==> config.mk <==
export PLATFORM = sky130hd
export DESIGN_NAME = alarm_annunciator
export DESIGN_NICKNAME = d
export VERILOG_FILES = /design/src/rtl/alarm_pkg.sv /design/src/rtl/siren_pattern_gen.sv /design/src/rtl/alarm_annunciator.sv
export SDC_FILE = /design/constraint.sdc
export NUM_CORES = 1
export LEC_CHECK = 0
export CORE_AREA = 2 2 43 45
export DETAILED_ROUTE_END_ITERATION = 10
export DIE_AREA = 0 0 45 47
export PLACE_DENSITY = 0.87
export SETUP_SLACK_MARGIN = 0.2
export SLEW_MARGIN = 20
export SYNTH_ARGS = -nofsm -noshare
export SYNTH_HDL_FRONTEND = slang
export SYNTH_SLANG_ARGS = --single-unit
==> constraint.sdc <==
create_clock -name clk -period 4.5 [get_ports clk]
set_input_delay 0.675 -clock clk [delete_from_list [all_inputs] [get_ports clk]]
set_output_delay 0.675 -clock clk [all_outputs]
set_load 0.01 [all_outputs]
==> src/rtl/alarm_pkg.sv <==
// Shared encodings for the alarm annunciator: FSM states, source codes, lamp bit positions.
package alarm_pkg;

  typedef enum logic [1:0] {
    ST_IDLE     = 2'd0,
    ST_ALERT    = 2'd1,
    ST_SILENCED = 2'd2
  } state_e;

  typedef enum logic [1:0] {
    SRC_NONE    = 2'd0,
    SRC_RAIN    = 2'd1,
    SRC_BURGLAR = 2'd2,
    SRC_FIRE    = 2'd3
  } src_e;

  localparam int unsigned LAMP_W       = 3;
  localparam int unsigned LAMP_RAIN    = 0;
  localparam int unsigned LAMP_BURGLAR = 1;
  localparam int unsigned LAMP_FIRE    = 2;

  // Highest-priority latched source.
  function automatic src_e prio_src(input logic [LAMP_W-1:0] l);
    if (l[LAMP_FIRE])         return SRC_FIRE;
    else if (l[LAMP_BURGLAR]) return SRC_BURGLAR;
    else if (l[LAMP_RAIN])    return SRC_RAIN;
    else                      return SRC_NONE;
  endfunction

endpackage

==> src/rtl/siren_pattern_gen.sv <==
// Siren pattern generator: owns the pattern counter and produces the registered siren drive
// for the currently active source (fire steady, burglar 50% duty, rain 25% duty).
module siren_pattern_gen
  import alarm_pkg::*;
#(
  parameter int unsigned BEEP_HALF = 4
) (
  input  logic       clk,
  input  logic       rst,
  input  logic       en,
  input  logic       restart,
  input  logic [1:0] src,
  output logic       siren
);

  localparam int unsigned CNT_W = $clog2(4 * BEEP_HALF);
  localparam int unsigned PER_B = 2 * BEEP_HALF;
  localparam int unsigned PER_R = 4 * BEEP_HALF;

  logic [CNT_W-1:0] cnt_q, cnt_d, last;
  logic             siren_q, siren_d;

  // Counter value for the coming cycle, then the pattern bit at that position.
  always_comb begin
    cnt_d   = '0;
    siren_d = 1'b0;
    last    = (src == SRC_BURGLAR) ? CNT_W'(PER_B - 1) : CNT_W'(PER_R - 1);
    if (en) begin
      if (!restart && (cnt_q != last)) cnt_d = cnt_q + CNT_W'(1);
      case (src)
        SRC_FIRE:              siren_d = 1'b1;
        SRC_BURGLAR, SRC_RAIN: siren_d = (cnt_d < CNT_W'(BEEP_HALF));
        default:               siren_d = 1'b0;
      endcase
    end
  end

  always_ff @(posedge clk) begin
    if (rst) begin
      cnt_q   <= '0;
      siren_q <= 1'b0;
    end else begin
      cnt_q   <= cnt_d;
      siren_q <= siren_d;
    end
  end

  assign siren = siren_q;

endmodule

==> src/rtl/alarm_annunciator.sv <==
// Alarm annunciator: latches fire/burglar/rain levels, runs the ack/silence FSM and drives the siren.
// Optional escalation to call_out is built when ALARM_ESCALATE_EN is defined.
module alarm_annunciator
  import alarm_pkg::*;
#(
  parameter int unsigned BEEP_HALF  = 4,
  parameter int unsigned ESC_CYCLES = 64
) (
  input  logic       clk,
  input  logic       rst,
  input  logic       fire_alarm,
  input  logic       burglar_alarm,
  input  logic       rain_alarm,
  input  logic       ack,
  output logic       siren,
  output logic [2:0] lamp,
  output logic [1:0] active_src,
  output logic [1:0] state,
  output logic       call_out
);

  state_e             state_q, state_d;
  src_e               src_q, src_d;
  logic [LAMP_W-1:0]  latch_q, latch_d;
  logic [LAMP_W-1:0]  ack_mask_q, ack_mask_d;
  logic [LAMP_W-1:0]  in_vec;
  logic               new_src;
  logic               restart;
  logic               siren_en;

  assign in_vec = {fire_alarm, burglar_alarm, rain_alarm};

  // Next state, latch and ack mask; latch bits can only drop while silenced.
  always_comb begin
    state_d    = state_q;
    ack_mask_d = ack_mask_q;
    new_src    = |(in_vec & ~ack_mask_q);
    latch_d    = (state_q == ST_SILENCED) ? in_vec : (latch_q | in_vec);
    case (state_q)
      ST_IDLE: begin
        if (|in_vec) state_d = ST_ALERT;
      end
      ST_ALERT: begin
        if (ack && !new_src) begin
          state_d    = ST_SILENCED;
          ack_mask_d = latch_q | in_vec;
        end
      end
      ST_SILENCED: begin
        if (new_src) begin
          state_d    = ST_ALERT;
          ack_mask_d = '0;
        end else if (latch_d == '0) begin
          state_d    = ST_IDLE;
          ack_mask_d = '0;
        end
      end
      default: begin
        state_d    = ST_IDLE;
        ack_mask_d = '0;
      end
    endcase
    src_d    = prio_src(latch_d);
    siren_en = (state_d == ST_ALERT);
    restart  = siren_en && ((state_q != ST_ALERT) || (src_d != src_q));
  end

  always_ff @(posedge clk) begin
    if (rst) begin
      state_q    <= ST_IDLE;
      src_q      <= SRC_NONE;
      latch_q    <= '0;
      ack_mask_q <= '0;
    end else begin
      state_q    <= state_d;
      src_q      <= src_d;
      latch_q    <= latch_d;
      ack_mask_q <= ack_mask_d;
    end
  end

  siren_pattern_gen #(
    .BEEP_HALF(BEEP_HALF)
  ) u_siren (
    .clk     (clk),
    .rst     (rst),
    .en      (siren_en),
    .restart (restart),
    .src     (src_d),
    .siren   (siren)
  );

  assign lamp       = latch_q;
  assign active_src = src_q;
  assign state      = state_q;

`ifdef ALARM_ESCALATE_EN
  localparam int unsigned ESC_W = $clog2(ESC_CYCLES + 1);

  logic [ESC_W-1:0] esc_q, esc_d;
  logic             call_q, call_d;

  // Saturating count of ALERT cycles; zeroed on entry, frozen elsewhere.
  always_comb begin
    esc_d  = esc_q;
    call_d = call_q;
    if (state_d == ST_ALERT && state_q != ST_ALERT) begin
      esc_d = '0;
    end else if (state_q == ST_ALERT && esc_q != ESC_W'(ESC_CYCLES)) begin
      esc_d = esc_q + ESC_W'(1);
    end
    if (state_q == ST_ALERT && state_d == ST_ALERT && esc_d == ESC_W'(ESC_CYCLES) &&
        (latch_d[LAMP_FIRE] || latch_d[LAMP_BURGLAR])) begin
      call_d = 1'b1;
    end
  end

  always_ff @(posedge clk) begin
    if (rst) begin
      esc_q  <= '0;
      call_q <= 1'b0;
    end else begin
      esc_q  <= esc_d;
      call_q <= call_d;
    end
  end

  assign call_out = call_q;
`else
  logic unused_esc;
  assign unused_esc = ^ESC_CYCLES;
  assign call_out   = 1'b0;
`endif

endmodule

==> metrics, run 1 <==
mean routed wirelength per cell 12.8 um; Hold Path Origin u_siren.cnt_q[0]; Top delay family on crit path compound AO/OA/AOI/OAI gates; share of flip-flops with an asynchronous set or reset 0%; Post-Syn Instances 94; count of final hold-check violations 0; synth top area cells sky130_fd_sc_hd__dfxtp_1 35%, sky130_fd_sc_hd__ha_1 5.8%, sky130_fd_sc_hd__nor2_1 5.7%, sky130_fd_sc_hd__mux2_2 3.9%, sky130_fd_sc_hd__nand4bb_4 3.2%; clock skew after layout 0.00413 ns; initial cell density of the core 51.8%; largest fanout on the critical path 5; required time worst endpoint 4.69 ns; average cell area after synthesis 9.10 sq um; Seq. cell area 300 sq um; number of global-route vias before repair 643; Synthesis Warnings 0; worst min-delay path category reg2reg; CTS tree done; crit path capture type flip-flop; Horiz. Die Dim 45 um; first-pass GRT wire length 2.64 mm; final net count 120; setup total negative slack 0 ns; combined area of all synthesized cells 856 sq um; fraction of layout cells with a size suffix above 1 20.2%; port buffer count 13; number of nets in the synthesized netlist 104; primary flip-flop cell chosen by synthesis mapping sky130_fd_sc_hd__dfxtp_1; largest net degree at the start of global routing 15; total power 279 uW; initial detailed-routing violation count 4; most numerous cell types in the synthesized netlist 15 x sky130_fd_sc_hd__dfxtp_1, 13 x sky130_fd_sc_hd__nor2_1, 6 x sky130_fd_sc_hd__inv_1; post-synthesis sequential element count 15; standby leakage power 0.000423 uW; number of hold buffers added after cts 0; ANT cells 0; slew at the pin closest to its max-slew limit 0.506 ns; number of detailed-routing iterations run before antenna repair 4; most common cell in the netlist sky130_fd_sc_hd__dfxtp_1; number of levels the H-tree was split into 1; post-synthesis cell type with the largest combined area sky130_fd_sc_hd__dfxtp_1; area of the die 0.00212 sq mm; time the final worst path needs with I/O delays and setup 2.51 ns; sequential element share of the synthesized area 35.1%; number of filler cells placed in the layout 141; footprint of the multi-input gates 518 sq um; number of resized instances in the post-cts repair step 0; beginning of the worst register-to-register path state[1]; buffers inserted by post-CTS timing repair 0; gr ovfl total 0; HPWL after detailed placement 1.27 mm; number of buffer and inverter instances along the worst setup path 2; count of flip-flops with a built-in enable after synthesis 0; source of the critical timing path burglar_alarm; RSZ-0062 raised after global routing false; CTS root buffer sky130_fd_sc_hd__clkbuf_4; total global routing track utilization 17.2%; cell-by-cell trace of the critical path clkdlybuf4s50_1 -> a21o_1 -> o21ai_2 -> inv_2 -> ha_1 -> o311ai_0 -> o31ai_1 -> and3_1 -> o211ai_1 -> o21ai_1; Num CTS Buffers 3; critical path class in2reg; slowest cell on the critical path sky130_fd_sc_hd__clkdlybuf4s50_1; count of pins on the block boundary 15; clock-pin slew on the worst setup and hold paths 0.09 ns; Core Rows 15; Area Overhead vs Synth 19.6%; worst relative slew slack 66.2%; Synth top area share 35.1%; maximum vdd ir drop 0.167 mV; final wirelength 1.61 mm; maximum root-to-sink buffer count 2; clock insertion delay at the later pin of the skew report 0.29 ns; Vert. Die Dim 47 um; placeable core region 0.00165 sq mm; Final period util 55.7%; result of the run finished clean; global placer's final weighted congestion 0.753; unique cell type count in the Yosys netlist 38; Max Slew Vio Count 0; kind of start point of the critical path input port; critical path data arrival time 2.69 ns; antenna violations before repair 0; post-detailed-route DRC marker count 0; total via count after detailed routing 684; power per cell area 273 mW/mm^2; final antenna-violating net count 0; via-per-instance ratio 5.43; # clock sinks 15; final count of negative-setup-slack endpoints 0; max capacitance violation total 0; upper clock frequency limit 399 MHz; maximum cell stage delay along the critical path 0.49 ns
==> path summary, 6_finish.rpt <==
| path | endpoint | slack [ns] | cells after the start |
|---|---|---|---|
| worst min register to register | u_siren.cnt_q[0] | 0.48 | 1 |
| worst max-delay path | u_siren.siren | 1.99 | 10 |
| worst max register to register | u_siren.siren | 2.21 | 10 |
| worst min-delay path | u_siren.cnt_q[0] | 0.48 | 1 |
==> routing by layer <==
layer / part of all wire [%] / global-route usage [%] / vias to the layer above
met5: 0 / 0 / -
met4: 0.81 / 7.06 / 0
li1: - / - / 353
met3: 3.0 / 3.46 / 2
met1: 43 / 19.4 / 315
met2: 53 / 31.7 / 14
==> cell type report <==
| type | count | area share (%) |
|---|---|---|
| Clock buffer | 3 | 2.20 |
| Inverter | 7 | 2.57 |
| Tap cell | 17 | 2.08 |
| Clock inverter | 1 | 0.489 |
| Timing Repair Buffer | 13 | 12.7 |
| Sequential cell | 15 | 29.3 |
| Multi-Input combinational cell | 70 | 50.6 |
==> worst reg2reg max path: cells and delay by family (launching register included) <==
family | cells | cell delay (ns)
simple gates | 2 | 0.31
fa+ha+maj | 1 | 0.24
flops | 1 | 0.54
buf+inv | 1 | 0.09
compound gates | 6 | 1.02
==> logic make-up (layout without fill, tap and decap cells) <==
family	count (synthesis)	after routing	synth area share [%]
AOI/OAI and AO/OA	18	18	16.4
xor gates and xnor gates	5	5	6.00
adders and majority gates	4	4	5.85
buffers and inverters	9	24	4.39
DFF	15	15	35.1
muxes	3	3	3.95
other	1	1	0.438
and+or+nand+nor	39	39	27.9
==> through the flow <==
step	setup WS, ns	area [sq um]	hold slack [ns]	utilization, %	cells
finish	1.99	1020	0.484	62.0	126
global route	1.83	1020	0.515	62.0	126
CTS	1.98	1020	0.485	62.0	126
detailed placement	1.67	996	0.465	60.3	122
global placement	1.75	996	0.453	60.3	122
floorplan	2.32	856	0.440	-	94
==> cells in the final DEF (no fill, tap or decap), drive strengths merged <==
| cell type | instances |
|---|---|
| nand4bb | 1 |
| mux2 | 3 |
| or4b | 1 |
| clkinv | 1 |
| xnor2 | 2 |
| xor2 | 3 |
| nor3 | 5 |
| conb | 1 |
| ha | 4 |
| o31ai | 1 |
| a21oi | 5 |
| o311ai | 1 |
| and3 | 2 |
| nand3 | 3 |
| nor2b | 4 |
| a22oi | 1 |
| a2bb2oi | 1 |
| o221ai | 1 |
| dfxtp | 15 |
| and2b | 1 |
| a21o | 1 |
| inv | 7 |
| o211ai | 1 |
| o21ai | 6 |
| nand2b | 2 |
| nand2 | 3 |
| or2b | 1 |
| nor2 | 16 |
| clkbuf | 3 |
| clkdlybuf4s50 | 13 |
==> sequential cells by signal (all words and copies together) (netlist names) <==
name           flops
u_siren.siren      1
lamp               3
state              2
active_src         2
u_siren.cnt_q      4
ack_mask_q         3
==> where the power goes <==
part	total, uW	switching [uW]	internal (uW)
registers	146	6.75	139
clock network	78.6	45.5	33.1
logic	54.7	25.2	29.5
total	279	77.5	202
(Power assumes the default switching activity.)
==> run 2: changes to the inputs <==
--- a/config.mk
+++ b/config.mk
@@ -5,10 +5,10 @@
 export SDC_FILE = /design/constraint.sdc
 export NUM_CORES = 1
 export LEC_CHECK = 0
-export CORE_AREA = 2 2 43 45
+export CORE_AREA = 2 2 45 47
 export DETAILED_ROUTE_END_ITERATION = 10
-export DIE_AREA = 0 0 45 47
-export PLACE_DENSITY = 0.87
+export DIE_AREA = 0 0 47 49
+export PLACE_DENSITY = 0.81
 export SETUP_SLACK_MARGIN = 0.2
 export SLEW_MARGIN = 20
 export SYNTH_ARGS = -nofsm -noshare
==> constraint.sdc (replaced) <==
create_clock -name clk -period 2.4 [get_ports clk]
set_input_delay 0.36 -clock clk [delete_from_list [all_inputs] [get_ports clk]]
set_output_delay 0.36 -clock clk [all_outputs]
set_load 0.01 [all_outputs]
==> metrics, run 2 (same netlist as run 1, synthesis figures left out) <==
number of hold buffers added after cts 0; initial cell density of the core 46.5%; commonest non-fill, non-tap cells in the layout 14 x sky130_fd_sc_hd__dfxtp_1, 13 x sky130_fd_sc_hd__nor2_1, 13 x sky130_fd_sc_hd__clkdlybuf4s50_1, 7 x sky130_fd_sc_hd__buf_4, 6 x sky130_fd_sc_hd__inv_1; maximum cell stage delay along the critical path 0.41 ns; critical path data arrival time 2.22 ns; Num CTS Buffers 3; maximum root-to-sink buffer count 2; busiest grt layer met2; Core Rows 16; Final period util 85.0%; final setup margin 0.361 ns; clock skew after layout 0.00366 ns; required time worst endpoint 2.58 ns; post-detailed-route DRC marker count 0; max capacitance violation total 0; Area Overhead vs Synth 27.6%; via-per-instance ratio 4.97; final wirelength 1.61 mm; buffers inserted by post-CTS timing repair 0; kind of start point of the critical path flip-flop; standby leakage power 0.000458 uW; cell-by-cell trace of the critical path nand2b_4 -> a21o_1 -> o21ai_2 -> inv_2 -> ha_1 -> o311ai_1 -> o31ai_1 -> and3_1 -> o211ai_1 -> o21ai_1; mean routed wirelength per cell 11.2 um; count of final hold-check violations 0; placeable core region 0.00184 sq mm; final count of negative-setup-slack endpoints 0; Horiz. Die Dim 47 um; area of the die 0.00230 sq mm; most common cell after layout, fill and taps aside sky130_fd_sc_hd__dfxtp_1; gr ovfl total 0; count of pins on the block boundary 15; # clock sinks 15; slowest cell on the critical path sky130_fd_sc_hd__dfxtp_4; antenna violations before repair 0; fraction of layout cells with a size suffix above 1 25.9%; Vert. Die Dim 49 um; result of the run finished clean; CTS tree done; power per cell area 489 mW/mm^2; worst min-delay path category reg2reg; final hold slack 0.480 ns; number of levels the H-tree was split into 1; Global Route met3 Usage 4.44%; largest net degree at the start of global routing 11; Max Slew Vio Count 0; initial detailed-routing violation count 4; routing usage on met2 28.5%; upper clock frequency limit 490 MHz; total global routing track utilization 17.5%; final net count 127; crit path capture type flip-flop; time the final worst path needs with I/O delays and setup 2.04 ns; Top delay family on crit path compound AO/OA/AOI/OAI gates; number of buffer and inverter instances along the worst setup path 1; largest fanout on the critical path 10; HPWL after detailed placement 1.33 mm; ANT cells 0; first-pass GRT wire length 2.90 mm; critical path class reg2reg; fraction of met1 tracks used by global routing 19.7%; number of detailed-routing iterations run before antenna repair 3; final antenna-violating net count 0; CTS root buffer sky130_fd_sc_hd__clkbuf_4; global placer's final weighted congestion 0.755; clock-pin slew on the worst setup and hold paths 0.09 ns; port buffer count 13; RSZ-0062 raised after global routing false; number of filler cells placed in the layout 159; post-place setup slack -0.00810 ns; largest register by flop count u_siren.cnt_q; number of global-route vias before repair 728; number of flip-flops under the largest register name 4; total via count after detailed routing 710; clock insertion delay at the later pin of the skew report 0.29 ns; maximum vdd ir drop 0.357 mV
-- run 2: changes by cell type in the layout (fill, tap and decap cells not counted) --
cell,previous run,this run
sky130_fd_sc_hd__buf_4,0,7
sky130_fd_sc_hd__dfxtp_4,0,1
sky130_fd_sc_hd__o311ai_0,1,0
sky130_fd_sc_hd__o311ai_1,0,1
sky130_fd_sc_hd__dfxtp_1,15,14
-- run 2: path summary, 6_finish.rpt --
path	start	to	slack, ns	depth (start not counted)
max	state[1]	u_siren.siren	0.36	10
min	u_siren.cnt_q[0]	u_siren.cnt_q[0]	0.48	1
max reg2reg	state[1]	u_siren.siren	0.36	10
min reg2reg	u_siren.cnt_q[0]	u_siren.cnt_q[0]	0.48	1
-- run 2: worst reg2reg max path, delay by kind of cell (launching register included) --
kind | cells | cell delay (ns)
AOI/OAI and AO/OA | 6 | 0.97
DFF | 1 | 0.41
and+or+nand+nor | 2 | 0.28
adders and majority gates | 1 | 0.20
buffers and inverters | 1 | 0.05
-- run 2: metrics by stage --
stage / TNS [ns] / cells / util [%] / total power, uW / cell area [sq um]
2_1_floorplan: 0 / 94 / - / 341 / 856
3_3_place_gp: 0 / 139 / 57.6 / 390 / 1060
3_5_place_dp: -0.00810 / 139 / 57.6 / 393 / 1060
4_1_cts: 0 / 143 / 59.2 / 539 / 1090
5_1_grt: 0 / 143 / 59.3 / 567 / 1090
6_report: 0 / 143 / 59.3 / 534 / 1090
-- run 2: cell type report --
cell class                      instances  area, sq um  area share [%]
Timing Repair Buffer                   20          183            16.7
Multi-Input combinational cell         70          518            47.4
Tap cell                               27         33.8            3.09
Sequential cell                        15          304            27.8
Inverter                                7         26.3            2.41
Clock inverter                          1         5.00           0.458
Clock buffer                            3         22.5            2.06
-- run 2: power breakdown --
group          switching (uW)  internal [uW]  leakage (uW)
clock                    86.4           62.1     0.0000177
sequential               9.29            260      0.000124
combinational            52.7           64.2      0.000316
-- run 2: layer usage --
metal | vias to the layer above | wire, um
met5 | - | 0
met1 | 325 | 699
met2 | 14 | 814
met4 | 0 | 33
li1 | 367 | -
met3 | 4 | 58
-- run 2: what timing repair did --
item | CTS | global route
hold endpoints to repair | 0 | 0
resized for setup | 1 | 2
setup endpoints to repair | 1 | 1
